==> config.mk <==
export PLATFORM = sky130hd
export DESIGN_NAME = fetch_ctrl
export DESIGN_NICKNAME = d
export VERILOG_FILES = /design/src/rtl/fetch_ctrl.sv
export SDC_FILE = /design/constraint.sdc
export NUM_CORES = 1
export LEC_CHECK = 0
export CORE_ASPECT_RATIO = 0.75
export CORE_MARGIN = 1.5
export CORE_UTILIZATION = 52
export DETAILED_ROUTE_END_ITERATION = 8
export PLACE_DENSITY = 0.85
export SYNTH_ARGS = -nofsm -noshare
export SYNTH_HDL_FRONTEND = slang
export SYNTH_SLANG_ARGS = --single-unit
==> constraint.sdc <==
create_clock -name clk -period 3.51 [get_ports clk]
set_clock_uncertainty 0.05 [all_clocks]
set_input_delay 0.702 -clock clk [delete_from_list [all_inputs] [get_ports clk]]
set_output_delay 0.702 -clock clk [all_outputs]
set_load 0.02 [all_outputs]
==> src/rtl/fetch_ctrl.sv <==
// Instruction fetch controller: issues PCs to program memory, tags returning words,
// buffers them in a 2-entry in-order queue and hands them to decode via valid/ready.
module fetch_ctrl #(
    parameter logic [31:0] RESET_PC  = 32'h0000_0000,
    parameter int unsigned MEM_WORDS = 32768
) (
    input  logic        clk,
    input  logic        reset_n,
    output logic [31:0] pc_read_c0,
    input  logic [31:0] instr_reg_c1,
    input  logic        redirect_vld,
    input  logic [31:0] redirect_pc,
    input  logic        dec_ready,
    output logic        instr_vld,
    output logic [31:0] instr,
    output logic [31:0] instr_pc,
    output logic        fetch_fault,
    output logic [1:0]  fsm_state_o
);

    typedef enum logic [1:0] {
        ST_BOOT  = 2'd0,
        ST_RUN   = 2'd1,
        ST_FAULT = 2'd2
    } state_e;

    state_e      state_q, state_d;
    logic [31:0] pc_q, pc_d;
    logic        inflight_v_q, inflight_v_d;
    logic [31:0] inflight_pc_q, inflight_pc_d;
    logic [1:0]  count_q, count_d;
    logic [31:0] head_instr_q, head_instr_d;
    logic [31:0] head_pc_q, head_pc_d;
    logic [31:0] tail_instr_q, tail_instr_d;
    logic [31:0] tail_pc_q, tail_pc_d;
    logic        fault_q, fault_d;

    logic        pc_ok;
    logic        pop;
    logic        push;
    logic [2:0]  occ_after;
    logic        credit_ok;
    logic        issue;
    logic        fault_set;

    // Decode valid/ready: a word is accepted in any cycle where instr_vld and
    // dec_ready are both high; instr/instr_pc stay stable while instr_vld && !dec_ready.
    assign pc_ok     = (pc_q[1:0] == 2'b00) && ({2'b00, pc_q[31:2]} < MEM_WORDS);
    assign pop       = instr_vld & dec_ready;
    assign push      = inflight_v_q & ~redirect_vld;
    assign occ_after = {1'b0, count_q} + {2'b00, inflight_v_q} - {2'b00, pop};
    assign credit_ok = occ_after < 3'd2;

    always_ff @(posedge clk or negedge reset_n) begin
        if (!reset_n) begin
            state_q <= ST_BOOT;
        end else begin
            state_q <= state_d;
        end
    end

    always_comb begin
        state_d = state_q;
        case (state_q)
            ST_BOOT:  state_d = ST_RUN;
            ST_RUN:   if (!pc_ok) state_d = ST_FAULT;
            ST_FAULT: state_d = ST_FAULT;
            default:  state_d = ST_BOOT;
        endcase
        if (redirect_vld) state_d = ST_RUN;
    end

    always_comb begin
        issue     = 1'b0;
        fault_set = 1'b0;
        case (state_q)
            ST_RUN: begin
                issue     = pc_ok & credit_ok & ~redirect_vld;
                fault_set = ~pc_ok & ~redirect_vld;
            end
            default: begin
                issue     = 1'b0;
                fault_set = 1'b0;
            end
        endcase
    end

    always_comb begin
        pc_d          = issue ? pc_q + 32'd4 : pc_q;
        inflight_v_d  = issue;
        inflight_pc_d = issue ? pc_q : inflight_pc_q;
        fault_d       = fault_q | fault_set;
        count_d       = count_q;
        head_instr_d  = head_instr_q;
        head_pc_d     = head_pc_q;
        tail_instr_d  = tail_instr_q;
        tail_pc_d     = tail_pc_q;

        // The returning word always corresponds to the PC issued last cycle.
        case ({push, pop})
            2'b10: begin
                if (count_q == 2'd0) begin
                    head_instr_d = instr_reg_c1;
                    head_pc_d    = inflight_pc_q;
                end else begin
                    tail_instr_d = instr_reg_c1;
                    tail_pc_d    = inflight_pc_q;
                end
                count_d = count_q + 2'd1;
            end
            2'b01: begin
                head_instr_d = tail_instr_q;
                head_pc_d    = tail_pc_q;
                count_d      = count_q - 2'd1;
            end
            2'b11: begin
                if (count_q == 2'd1) begin
                    head_instr_d = instr_reg_c1;
                    head_pc_d    = inflight_pc_q;
                end else begin
                    head_instr_d = tail_instr_q;
                    head_pc_d    = tail_pc_q;
                    tail_instr_d = instr_reg_c1;
                    tail_pc_d    = inflight_pc_q;
                end
            end
            default: begin
                count_d = count_q;
            end
        endcase

        if (redirect_vld) begin
            pc_d         = redirect_pc;
            inflight_v_d = 1'b0;
            fault_d      = 1'b0;
            count_d      = 2'd0;
        end
    end

    always_ff @(posedge clk or negedge reset_n) begin
        if (!reset_n) begin
            pc_q          <= RESET_PC;
            inflight_v_q  <= 1'b0;
            inflight_pc_q <= 32'd0;
            count_q       <= 2'd0;
            head_instr_q  <= 32'd0;
            head_pc_q     <= 32'd0;
            tail_instr_q  <= 32'd0;
            tail_pc_q     <= 32'd0;
            fault_q       <= 1'b0;
        end else begin
            pc_q          <= pc_d;
            inflight_v_q  <= inflight_v_d;
            inflight_pc_q <= inflight_pc_d;
            count_q       <= count_d;
            head_instr_q  <= head_instr_d;
            head_pc_q     <= head_pc_d;
            tail_instr_q  <= tail_instr_d;
            tail_pc_q     <= tail_pc_d;
            fault_q       <= fault_d;
        end
    end

    assign pc_read_c0  = pc_q;
    assign instr_vld   = (count_q != 2'd0);
    assign instr       = head_instr_q;
    assign instr_pc    = head_pc_q;
    assign fetch_fault = fault_q;
    assign fsm_state_o = state_q;

    // The credit rule must keep a return from ever landing on a full queue.
    a_no_overflow: assert property (@(posedge clk) disable iff (!reset_n)
        !(push && !pop && count_q == 2'd2));

endmodule

==> results by group <==
Timing
  – Final Max Tran Viols: 0
  – Endpoints failing hold: 0
  – Final setup vio count: 0
  – RSZ-0062 raised after global routing: false
  – Clock period minus worst slack: 3233 ps
  – Slew of the pin with the lowest slew margin: 621.4 ps
  – Part of the cycle the worst path needs: 0.9210
  – Relative slew slack: 0.5857
  – Max Freq: 0.3093 GHz
  – Final setup margin: 277.1 ps

Route
  – Per-cell routed wire length: 16.40 um
  – Total met3 wirelength after detailed routing: 999 um
  – DR WL met2: about 8.3 mm
  – Highest Signal Layer: met4
  – DR vias: 5891
  – Total detailed-routing wirelength: about 18 mm
  – Number of routed nets with antenna violations: 0
  – DRC violations left: 0
  – Length of the first detailed-routing pass in iterations: 4
  – Via-to-Cell Ratio: 5.395
  – Length of routed wiring on met1: between 8 and 9 mm
  – Iteration-0 DRC Markers: between 200 and 300

GRT
  – Global Route Usage Sum: 0.2185
  – Remaining global-route overflow: 0
  – Antenna violations before repair: 0
  – Largest net degree at the start of global routing: 79
  – Vias in the first global route: 5967
  – First-pass GRT wire length: around 30 mm

Status
  – Run status: finished clean

Clocking
  – Post-cts hold buffer count: 0
  – Maximum level of the CTS H-tree: 4
  – Clock latency on the worst-skew pair: 420 ps
  – Clock-pin slew reported for the worst setup and hold paths after clock tree synthesis: 80 ps
  – Clock tree from TritonCTS: built
  – Clock sink count: a little under 200
  – Max Root-Sink Buffers: 2
  – Clock root cell: sky130_fd_sc_hd__clkbuf_16
  – Quantity of gates resized following cts: 0
  – Clock buffers created by TritonCTS: 17
  – Total setup buffers inserted after CTS: 0

Placement
  – DP Worst Slack: -22.32 ps
  – Number of input and output port buffers inserted: 167
  – Cell area after placement: 10520 um^2
  – Routability Congestion: 0.8422
  – Half-perimeter wire length after placement: 12.37 mm

Critical path
  – Required time at the endpoint of the critical path: 3770 ps
  – Arrival time of the worst setup path: 3490 ps
  – Worst Setup End Kind: flip-flop
  – Type of the worst setup path: reg2reg
  – Kind of launch point of the worst setup path: flip-flop
  – Number of cells on the worst reg-to-reg path: 12
  – Largest fanout on the critical path: 20

Die
  – Die X: 151.7 um
  – Io pins: 168
  – Initial core utilization: 0.5350
  – Placeable core region: roughly 16000 um^2
  – Die ar.: 17370 um^2
  – Chip Height: ~110 um
  – Row cnt: 40

Yosys
  – Flip-flop and latch count after synthesis: 198
  – Share of synthesized registers carrying an async set or reset: 1.000
  – Count of yosys warnings during synthesis: 0
  – Post-synth EDFFs: 0
  – Netlist cell types: 48
  – Cells after synthesis: between 700 and 800
  – Sequential-to-total area share from yosys stat: 0.5747
  – Main flop type after synthesis: sky130_fd_sc_hd__dfrtp_1
  – Net count after synthesis: 784
  – Netlist area before placement: between 8000 and 9000 um^2
  – Mapped Avg Cell Area: 12.16 um^2

Final layout
  – Layout cell share with drive strength beyond 1: 0.1712
  – Commonest cells after routing, fill and taps aside: sky130_fd_sc_hd__dfrtp_1, sky130_fd_sc_hd__clkdlybuf4s50_1, sky130_fd_sc_hd__nand2_1
  – Most common cell after layout, fill and taps aside: sky130_fd_sc_hd__dfrtp_1
  – NumNets Final: 944
  – Post-route cell area: 11090 um^2
  – P&R area growth vs syn: 28.59%
  – Number of diodes added for antenna fixing: 0

Power and ir drop
  – Power density cells: 530.4 nW/um^2
  – Static Leak: 4.830 nW
  – Peak supply drop: approximately 0.31 mV

Run
  – Max-capacitance violation count: 0

Worst hold path
  – Class of the worst hold path: in2async
[area by class of cell]
type                            count  area [um^2]
Inverter                           12        45.04
Sequential cell                   198         4955
Fill cell                        1210         5029
Clock inverter                     15        137.6
Tap cell                          210        262.8
Clock buffer                       17        425.4
Timing Repair Buffer              186         1868
Multi-Input combinational cell    454         3393
[path summary, 6_finish.rpt]
path	startpoint	endpoint	slack, ps
setup / recovery	count_q[1]	inflight_pc_q[3]	280
hold / removal	reset_n	instr_pc[6]	210
setup reg to reg	count_q[1]	inflight_pc_q[3]	280
hold reg to reg	instr[16]	instr[16]	430
max in group asynchronous	reset_n	pc_read_c0[19]	2370
min in group clk	instr[16]	instr[16]	430
[cell usage after synthesis, types with 8 or more instances]
cell | instances | area share
sky130_fd_sc_hd__dfrtp_1 | 198 | 0.57
sky130_fd_sc_hd__o211ai_1 | 24 | 0.021
sky130_fd_sc_hd__and2_1 | 23 | 0.017
sky130_fd_sc_hd__buf_4 | 16 | 0.014
sky130_fd_sc_hd__inv_1 | 12 | 0.0052
sky130_fd_sc_hd__nand2_1 | 94 | 0.041
sky130_fd_sc_hd__o21ai_0 | 63 | 0.037
sky130_fd_sc_hd__buf_2 | 13 | 0.0075
sky130_fd_sc_hd__mux2i_1 | 65 | 0.075
sky130_fd_sc_hd__mux2_2 | 91 | 0.12
sky130_fd_sc_hd__nand3_1 | 8 | 0.0046
sky130_fd_sc_hd__clkbuf_1 | 14 | 0.0061
sky130_fd_sc_hd__nor4_1 | 8 | 0.0058
sky130_fd_sc_hd__o21ai_1 | 14 | 0.0081
[critical path, cell delays in order (launching register included)]
cell,delay (ps)
sky130_fd_sc_hd__dfrtp_1,450
sky130_fd_sc_hd__inv_1,90
sky130_fd_sc_hd__ha_1,250
sky130_fd_sc_hd__nand2b_1,180
sky130_fd_sc_hd__inv_1,80
sky130_fd_sc_hd__ha_1,220
sky130_fd_sc_hd__nand2b_1,150
sky130_fd_sc_hd__fa_1,470
sky130_fd_sc_hd__nor2b_1,190
sky130_fd_sc_hd__nand4b_1,170
sky130_fd_sc_hd__nor2_1,250
sky130_fd_sc_hd__buf_12,200
sky130_fd_sc_hd__mux2_2,350
[power by group]
part | total [mW] | internal (mW) | switching [mW]
clock network | 1.85 | 0.942 | 0.911
registers | 2.67 | 2.51 | 0.165
logic | 1.35 | 0.646 | 0.707
[logic make-up after synthesis]
logic type,Yosys count,share of synthesized area
AOI/OAI and AO/OA,122,0.08576
DFF,198,0.5747
buffers and inverters,57,0.03454
adders and majority gates,7,0.01103
muxes,157,0.1961
and+or+nand+nor,165,0.09491
xor gates and xnor gates,3,0.003048
[per-layer routing]
metal  track usage  vias up
met2        0.3448      153
met4       0.04744        0
met3       0.05339       16
met1        0.3076     2878
met5             0        -
li1              -     2844
[through the flow]
step	std cells	setup TNS (ps)	utilization	power (mW)	hold slack, ps
2_1_floorplan	709	0	-	3.360	356.4
3_3_place_gp	1060	0	0.6530	4.033	410.1
3_5_place_dp	1060	-100.6	0.6530	4.078	419.4
4_1_cts	1092	0	0.6880	5.939	217.8
5_1_grt	1092	0	0.6880	6.173	225.4
6_report	1092	0	0.6880	5.880	206.5
[sequential cells by signal, summed over array words and instances (netlist names)]
register and cells:
inflight_pc_q 32, instr 32, instr_pc 32, pc_read_c0 32, tail_instr_q 32, tail_pc_q 32, count_q 2, fsm_state_o 2
fetch_fault 1, inflight_v_q 1
No activity file was read; power rests on OpenSTA's default activity.
